`config.mk`:
```
export PLATFORM = sky130hd
export DESIGN_NAME = a2d_scan_ctrl
export DESIGN_NICKNAME = d
export VERILOG_FILES = /design/src/rtl/a2d_pkg.sv /design/src/rtl/spi_mstr16.sv /design/src/rtl/a2d_scan_ctrl.sv
export SDC_FILE = /design/constraint.sdc
export NUM_CORES = 1
export LEC_CHECK = 0
export BUFFER_PORTS_ARGS = -buffer_cell sky130_fd_sc_hd__buf_2
export CAP_MARGIN = 40
export CORE_MARGIN = 1.5
export CORE_UTILIZATION = 30
export DETAILED_ROUTE_END_ITERATION = 6
export PLACE_DENSITY = 0.47
export SYNTH_ARGS = -nofsm -noshare
export SYNTH_HDL_FRONTEND = slang
export SYNTH_SLANG_ARGS = --single-unit
```
`constraint.sdc`:
```
create_clock -name clk -period 6.4 [get_ports clk]
set_input_delay 0.64 -clock clk [delete_from_list [all_inputs] [get_ports clk]]
set_output_delay 0.64 -clock clk [all_outputs]
set_load 0.005 [all_outputs]
```
`src/rtl/a2d_pkg.sv`:
```
// Shared types and helpers for the ADC128S scan controller.
// Holds the channel/result types, the FSM state encodings and the command-word builder.
package a2d_pkg;

    typedef logic [2:0]  ch_t;
    typedef logic [11:0] a2d_rslt_t;

    typedef enum logic [1:0] {
        IDLE,
        START,
        XFER,
        GAP
    } scan_state_t;

    typedef enum logic [1:0] {
        SPI_IDLE,
        SPI_LEAD,
        SPI_LOW,
        SPI_HIGH
    } spi_state_t;

    localparam int NUM_CH     = 8;
    localparam int FRAME_BITS = 16;

    function automatic logic [15:0] mk_cmd(input ch_t ch);
        return {2'b00, ch, 11'b0};
    endfunction

    // Scans offsets 8 down to 1 so the smallest enabled offset wins; offset 8 is base itself.
    function automatic ch_t next_ch(input ch_t base, input logic [7:0] mask);
        ch_t pick;
        pick = base;
        for (int ofs = 8; ofs >= 1; ofs--) begin
            if (mask[base + ch_t'(ofs)]) begin
                pick = base + ch_t'(ofs);
            end
        end
        return pick;
    endfunction

endpackage

```
`src/rtl/spi_mstr16.sv`:
```
// 16-bit SPI master for the ADC128S: SCLK idles high, MOSI moves after falls,
// MISO is sampled on rises, done pulses together with SS_n rising.
module spi_mstr16
    import a2d_pkg::*;
#(
    parameter int SCLK_DIV = 16
) (
    input  logic        clk,
    input  logic        rst,
    input  logic        start,
    input  logic [15:0] cmd,
    output logic        done,
    output logic [15:0] resp,
    output logic        SS_n,
    output logic        SCLK,
    output logic        MOSI,
    input  logic        MISO
);

    localparam int DW = $clog2(SCLK_DIV);

    spi_state_t    state;
    spi_state_t    state_nxt;
    logic [DW-1:0] div_cnt;
    logic [4:0]    bit_cnt;
    logic [15:0]   tx_shft;
    logic          half_done;
    logic          last_bit;

    assign half_done = (div_cnt == DW'(SCLK_DIV - 1));
    assign last_bit  = (bit_cnt == 5'(FRAME_BITS));

    always_comb begin
        state_nxt = state;
        case (state)
            SPI_IDLE: if (start)     state_nxt = SPI_LEAD;
            SPI_LEAD: if (half_done) state_nxt = SPI_LOW;
            SPI_LOW:  if (half_done) state_nxt = SPI_HIGH;
            SPI_HIGH: if (half_done) state_nxt = last_bit ? SPI_IDLE : SPI_LOW;
            default:                 state_nxt = SPI_IDLE;
        endcase
    end

    always_ff @(posedge clk) begin
        if (rst) begin
            state <= SPI_IDLE;
        end else begin
            state <= state_nxt;
        end
    end

    // Every half period ends in either a SCLK fall (shift out) or a rise (sample in).
    always_ff @(posedge clk) begin
        if (rst) begin
            div_cnt <= '0;
            bit_cnt <= '0;
            tx_shft <= '0;
            resp    <= '0;
            SS_n    <= 1'b1;
            SCLK    <= 1'b1;
            MOSI    <= 1'b0;
            done    <= 1'b0;
        end else begin
            done    <= 1'b0;
            div_cnt <= (state == SPI_IDLE || half_done) ? '0 : div_cnt + 1'b1;
            case (state)
                SPI_IDLE: begin
                    if (start) begin
                        SS_n    <= 1'b0;
                        tx_shft <= cmd;
                        bit_cnt <= '0;
                    end
                end
                SPI_LEAD: begin
                    if (half_done) begin
                        SCLK    <= 1'b0;
                        MOSI    <= tx_shft[15];
                        tx_shft <= {tx_shft[14:0], 1'b0};
                    end
                end
                SPI_LOW: begin
                    if (half_done) begin
                        SCLK    <= 1'b1;
                        resp    <= {resp[14:0], MISO};
                        bit_cnt <= bit_cnt + 1'b1;
                    end
                end
                SPI_HIGH: begin
                    if (half_done) begin
                        if (last_bit) begin
                            SS_n <= 1'b1;
                            done <= 1'b1;
                        end else begin
                            SCLK    <= 1'b0;
                            MOSI    <= tx_shft[15];
                            tx_shft <= {tx_shft[14:0], 1'b0};
                        end
                    end
                end
                default: ;
            endcase
        end
    end

endmodule

```
`src/rtl/a2d_scan_ctrl.sv`:
```
// Autonomous round-robin scan controller for the ADC128S. Results arrive one frame
// late, so each response is filed under the channel addressed by the previous frame.
module a2d_scan_ctrl
    import a2d_pkg::*;
#(
    parameter int SCLK_DIV   = 16,
    parameter int PERIOD_CYC = 2048
) (
    input  logic        clk,
    input  logic        rst,
    input  logic        scan_en,
    input  logic [7:0]  ch_mask,
    input  logic [2:0]  rd_ch,
    output logic [11:0] rd_data,
    output logic        rslt_vld,
    output logic [2:0]  rslt_ch,
    output logic [11:0] rslt,
    output logic        busy,
    output logic        SS_n,
    output logic        SCLK,
    output logic        MOSI,
    input  logic        MISO
);

    localparam int TW = $clog2(PERIOD_CYC);

    scan_state_t state;
    scan_state_t state_nxt;
    ch_t         cur_ch;
    ch_t         launch_ch;
    ch_t         sel_ch;
    logic        primed;
    logic        flush;
    logic [TW-1:0] timer;
    a2d_rslt_t   bank [NUM_CH];

    logic        spi_start;
    logic        spi_done;
    logic [15:0] spi_resp;
    logic        resp_unused;
    logic        scan_req;
    logic        period_up;

    assign scan_req    = scan_en && (ch_mask != 8'h00);
    assign period_up   = (timer == TW'(PERIOD_CYC - 1));
    assign resp_unused = ^spi_resp[15:12];

    // An unprimed scan searches from CH7 so the lowest enabled channel is picked first.
    assign sel_ch    = flush ? cur_ch : next_ch(primed ? cur_ch : ch_t'(7), ch_mask);
    assign spi_start = (state == START);

    spi_mstr16 #(
        .SCLK_DIV (SCLK_DIV)
    ) u_spi (
        .clk   (clk),
        .rst   (rst),
        .start (spi_start),
        .cmd   (mk_cmd(sel_ch)),
        .done  (spi_done),
        .resp  (spi_resp),
        .SS_n  (SS_n),
        .SCLK  (SCLK),
        .MOSI  (MOSI),
        .MISO  (MISO)
    );

    always_comb begin
        state_nxt = state;
        case (state)
            IDLE:  if (scan_req) state_nxt = START;
            START: state_nxt = XFER;
            XFER:  if (spi_done) state_nxt = flush ? IDLE : GAP;
            GAP: begin
                if (period_up) begin
                    state_nxt = (scan_req || primed) ? START : IDLE;
                end
            end
            default: state_nxt = IDLE;
        endcase
    end

    always_ff @(posedge clk) begin
        if (rst) begin
            state <= IDLE;
        end else begin
            state <= state_nxt;
        end
    end

    // The timer counts from the START cycle, so frame starts are exactly PERIOD_CYC apart.
    always_ff @(posedge clk) begin
        if (rst) begin
            cur_ch    <= '0;
            launch_ch <= '0;
            primed    <= 1'b0;
            flush     <= 1'b0;
            timer     <= '0;
            for (int i = 0; i < NUM_CH; i++) begin
                bank[i] <= '0;
            end
        end else begin
            if (state == START) begin
                timer     <= TW'(1);
                launch_ch <= sel_ch;
            end else if (!period_up) begin
                timer <= timer + 1'b1;
            end

            if (state == XFER && spi_done) begin
                if (primed) begin
                    bank[cur_ch] <= spi_resp[11:0];
                end
                cur_ch <= launch_ch;
                primed <= !flush;
                flush  <= 1'b0;
            end

            if (state == GAP && period_up && !scan_req && primed) begin
                flush <= 1'b1;
            end
        end
    end

    assign rslt_vld = (state == XFER) && spi_done && primed;
    assign rslt_ch  = cur_ch;
    assign rslt     = spi_resp[11:0];
    assign busy     = (state != IDLE);
    assign rd_data  = bank[rd_ch];

endmodule
```
* Word level (Yosys, flattened, before mapping) *
Memories as Yosys holds them, arrays and structs flattened.
Index checks and enable logic that the tools add are counted.

word-level totals
  bits in writable memories = 96
  memories = 1
  output and inout port bits = 32
  register bits after elaboration = 64
  input bits = 15

operators by class
  reduce and logical (&&, ||, !) cells = 32
  mux-type cells = 70
  bitwise operators = 2
  $add $sub $neg = 10
  order comparisons = 7
  eq/ne operators = 19

memories
  name  depth  width  read ports  clocked after Yosys merged registers in  write ports  line                 RTL
  bank  8      12     1           0                                        8            a2d_scan_ctrl.sv:35  a2d_rslt_t bank [NUM_CH];

operator list
  kind                   number
  $mux 16                4
  $pmux 16 s3            1
  $mux 1                 30
  $mux 3                 10
  $lt 3x4->1 const B     7
  $bmux 1 s3             7
  $mux 2                 9
  $pmux 2 s4             2
  $add 3x3->3 const B    4
  $mux 12                1
  $reduce_and 4->1       3
  $reduce_or 12->1       1
  $add 11x1->11 const B  1
  $eq 11x11->1 const B   1
  $mux 5                 2
  $ne 2x1->1 const B     5
  $ne 2x2->1 const B     5
  $pmux 5 s2             1
  $reduce_and 5->1       2
  $reduce_bool 2->1      5
  $eq 2x2->1 const B     4
  $reduce_bool 8->1      1
  $add 3x2->3 const B    2
  $logic_and 1x1->1      6
  other kinds (17)       26

* Longest topological paths before layout *
  depth in word-level cells = 14
  depth in mapped cells = 11
  gate-level depth less buffers = 10

* Cells and area by module *
A second synthesis with hierarchy kept.

unflattened totals
  cells, all modules = 729
  area total of the unflattened synthesis = 8293.0 µm²

by module, submodules not included
  module         sequential area each (µm²)  area each (µm²)  cells each  instances
  a2d_scan_ctrl  3303.2                      6160.9           490         1
  spi_mstr16     940.9                       2132.0           239         1

* Worst setup path after synthesis *
Ideal clock, no wire load.

  kind = input to output
  start = input rd_ch[0]
  end = output rd_data[0]
  slack = 3.449 ns
  stages = 4
  arrival time = 2.311 ns
  cell sequence = clkbuf_1 -> buf_1 -> mux4_2 -> mux2_2

between the ends
  word-level cells in the longest chain between the ends = 1

ends and longest elaborated chain
  item                line                 RTL
  start: declaration  a2d_scan_ctrl.sv:13  input logic [2:0] rd_ch,
  $mem_v2 8x12        n/a
  end: declaration    a2d_scan_ctrl.sv:14  output logic [11:0] rd_data,

Every way passes these cells.

* Worst setup path in the final report *
  start = register primed
  end = register u_spi.tx_shft[12]

between the ends
  word-level cells in the longest chain between the ends = 14

ends and longest elaborated chain
  item                          line                          RTL
  start: declaration            a2d_scan_ctrl.sv:32           logic primed;
  start signal: assignment      a2d_scan_ctrl.sv:114          primed <= !flush;
  $mux 3 (*)                    a2d_scan_ctrl.sv:49           assign sel_ch = flush ? cur_ch : next_ch(primed ? cur_ch : ch_t'(7), ch_mask);
  $add 3x3->3                   a2d_pkg.sv:34, a2d_pkg.sv:35
  $bmux 1 s3                    a2d_pkg.sv:34                 if (mask[base + ch_t'(ofs)]) begin
  $mux 1 (implied by the code)  a2d_pkg.sv:34
  $mux 3 (6 in a row)           a2d_pkg.sv:34
  $mux 3 (*)                    a2d_pkg.sv:34
  $mux 3 (*)                    a2d_scan_ctrl.sv:49
  $mux 16 (*)                   spi_mstr16.sv:68              if (start) begin
  $pmux 16 s3 (*)               spi_mstr16.sv:66              case (state)
  end signal: assignment        spi_mstr16.sv:70              tx_shft <= cmd;
  end signal: assignment        spi_mstr16.sv:78              tx_shft <= {tx_shft[14:0], 1'b0};
  end signal: assignment        spi_mstr16.sv:96              tx_shft <= {tx_shft[14:0], 1'b0};
  end: declaration              spi_mstr16.sv:26              logic [15:0] tx_shft;

Every way passes the cells marked *; elsewhere a longest branch is shown, timed or not. The select of a mux whose other input is x is not followed.
A chain may end at the register's enable or synchronous reset.

==> results.cfg <==
[final_layout]
multi_input_area_um2 = 3320
drive_gt1_frac = 0.219
syn2layout_area_growth_pct = 15.6
fin_nets = 702
layoutNonFillerInstCount = 1018
ff_latch_area_um2 = 3940
fillers = 2447
fin_area_um2 = 8620
utilization = 0.353
antenna_cells = 0

[die]
io_pins = 47
num_rows = 57
die_width_um = 161
core_um2 = 24400
die_y_um = 161
initial_utilization = 0.306
die_area_um2 = 25800

[place]
dpl.hpwl_um = 12300
port_buffers = 46
place_area_um2 = 8020
gp_congestion = 0.787
pre_cts_ws_ps = 2710
placedCellCount = 986

[cts]
post_cts_buffers = 0
clk_pin_slew_ps = 70
h-tree-depth = 4
cts.path.max_buffers = 2
clock_sinks = 149
cts_hold_buf = 0
clkLatencyLatePin_ps = 420
cts_tree = built
cts-root-buf = clkbuf_16
cts_buffers = 17
cts_resized = 0

[sta]
post-route-period-util = 0.581
worst_pin_slew_ps = 915
max_clock_freq_mhz = 269
final-hold-violation-count = 0
slew_viol_final = 0
tns_ps = 0
rsz0062_at_grt = false
skew_ps = 10.4
fin_crit_ps = 3720
slew_headroom = 0.388
setup_viol = 0
fin_ws_ps = 2680

[grt]
grtUsageMet1 = 0.191
grt.met2_usage = 0.263
grt.total_usage = 0.152
grt_pass1_vias = 5189
grt_antenna_before_repair = 0
grtUsageMet3 = 0.0297
overflow = 0
grt_max_degree = 42
grt_pass1_wl_um = 29700
grt_busiest_layer = met2

[routing]
antenna_left = 0
drcViolationCount = 0
vias = 4999
drt-vias-per-instance = 4.91
firstDrtPassIters = 5
routed_wirelength_um = 18600
avgRoutedWirePerCell_um = 18.2
dr.first_iter.drc_count = 350

[synthesis]
synthMostInstantiatedCell = and2_1
yosys.area.top_type_share = 0.386
post-synth-top-area-cell = edfxtp_1
ys_seq_area_frac = 0.529
synth_area_per_cell_um2 = 11.5
netlist_area_um2 = 7460
synthCells = 646
synth_edf_count = 96
synthFlopType = edfxtp_1
synth_area_leaders = edfxtp_1, dfxtp_1, and2_1, mux4_2, nand2_1
synthArstFlopShare = 0
synth_cell_types = 62
ys_ff_latch = 149
synthTopCellsByCount = and2_1, edfxtp_1, nand2_1
yosys_warnings = 0
syn_nets = 667

[run_status]
status = finished clean

[power_and_ir_drop]
ir_drop_mv = 0.161
power.leakage_nw = 3.17
power_density_nw_per_um2 = 258

[worst_setup_path]
cp_max_fo = 25
r2r_slack_ps = 2680
cp.required_ps = 6730
worst_r2r_endpoint = u_spi.tx_shft[12]
worstSetupPathType = reg -> reg
crit_path_end_kind = register
r2r_cells = 10
reg2reg_from = primed
crit_path_start_kind = register
cp.arrival_ps = 4050

[run]
cap_viol_max_count = 0

[hold_path]
hold_depth = 1
hp-start = u_spi.div_cnt[0]
min_to = u_spi.div_cnt[0]
hp-class = reg -> reg
## cell usage in the layout (no fill, tap or decap), types with 4 or more instances in the layout
cell	n
a21oi_1	35
a31oi_1	4
and2_1	99
and3_1	4
buf_2	46
buf_4	7
clkbuf_16	17
dfxtp_1	53
edfxtp_1	96
ha_1	6
inv_1	8
mux2_2	15
mux2i_1	19
mux4_2	26
nand2_1	59
nand2b_1	10
nand3_1	19
nand3b_1	7
nand4_1	7
nor2_1	41
nor2b_1	4
nor3_1	8
o21ai_0	6
or2_2	11
xnor2_1	5
xor2_1	12
## final cells by class
cell class                      instances  share of cell area
Sequential cell                       149               0.457
Tap cell                              324              0.0470
Clock inverter                         13              0.0167
Clock buffer                           19              0.0525
Timing Repair Buffer                   55              0.0374
Inverter                                9             0.00421
Multi-Input combinational cell        449               0.385
## where the power goes
| group | total (mW) | switching, mW | internal [mW] |
|---|---|---|---|
| Sequential | 1.07 | 0.0150 | 1.05 |
| Combinational | 0.151 | 0.0854 | 0.0658 |
| Clock | 1.01 | 0.436 | 0.570 |
| Total | 2.22 | 0.536 | 1.69 |
## layer usage
layer | wire (um) | share of wire | vias up
met5 | 0 | 0 | -
met4 | 258 | 0.014 | 0
met3 | 590 | 0.032 | 13
met2 | 9350 | 0.50 | 107
met1 | 8370 | 0.45 | 2462
li1 | - | - | 2417
## metrics by stage
stage / hold slack, ps / power, mW
6_report: 451 / 2.22
5_1_grt: 468 / 2.31
3_5_place_dp: 450 / 1.24
4_1_cts: 459 / 2.25
2_1_floorplan: 418 / 1.18
3_3_place_gp: 435 / 1.23
## worst max-delay path by stage
stage / start / to / slack, ps / cells after the start
final: primed / u_spi.tx_shft[12] / 2680 / 10
after CTS: primed / u_spi.tx_shft[12] / 2690 / 10
after global routing: primed / launch_ch[1] / 2370 / 10
after detailed placement: primed / u_spi.tx_shft[12] / 2710 / 10
after global placement: primed / launch_ch[1] / 2830 / 10
after floorplan: rd_ch[0] / rd_data[0] / 3450 / 4
## critical path: stages, from the launching register on
cell and delay, ps:
dfxtp_1 830, nand2b_1 370, inv_1 280, ha_1 340, xor2_4 260, mux4_2 560, a22oi_2 160, mux2i_1 130
o31ai_2 310, a221oi_2 100, o41ai_2 280
## cells by family after synthesis
family | count (synthesis) | synth area share
AOI/OAI and AO/OA | 82 | 0.0760
muxes | 62 | 0.130
buffers and inverters | 48 | 0.0282
and+or+nand+nor | 280 | 0.201
adders and majority gates | 6 | 0.0101
DFF | 149 | 0.529
xor gates and xnor gates | 19 | 0.0258
## sequential cells by signal, indices dropped and copies added (netlist names), 3 cells and up
signal and count:
u_spi.div_cnt 4, u_spi.bit_cnt 5, launch_ch 3, timer 11, rslt_ch 3, u_spi.tx_shft 5
u_spi.resp 12, bank 96
Power figures use the tool's default switching activity.
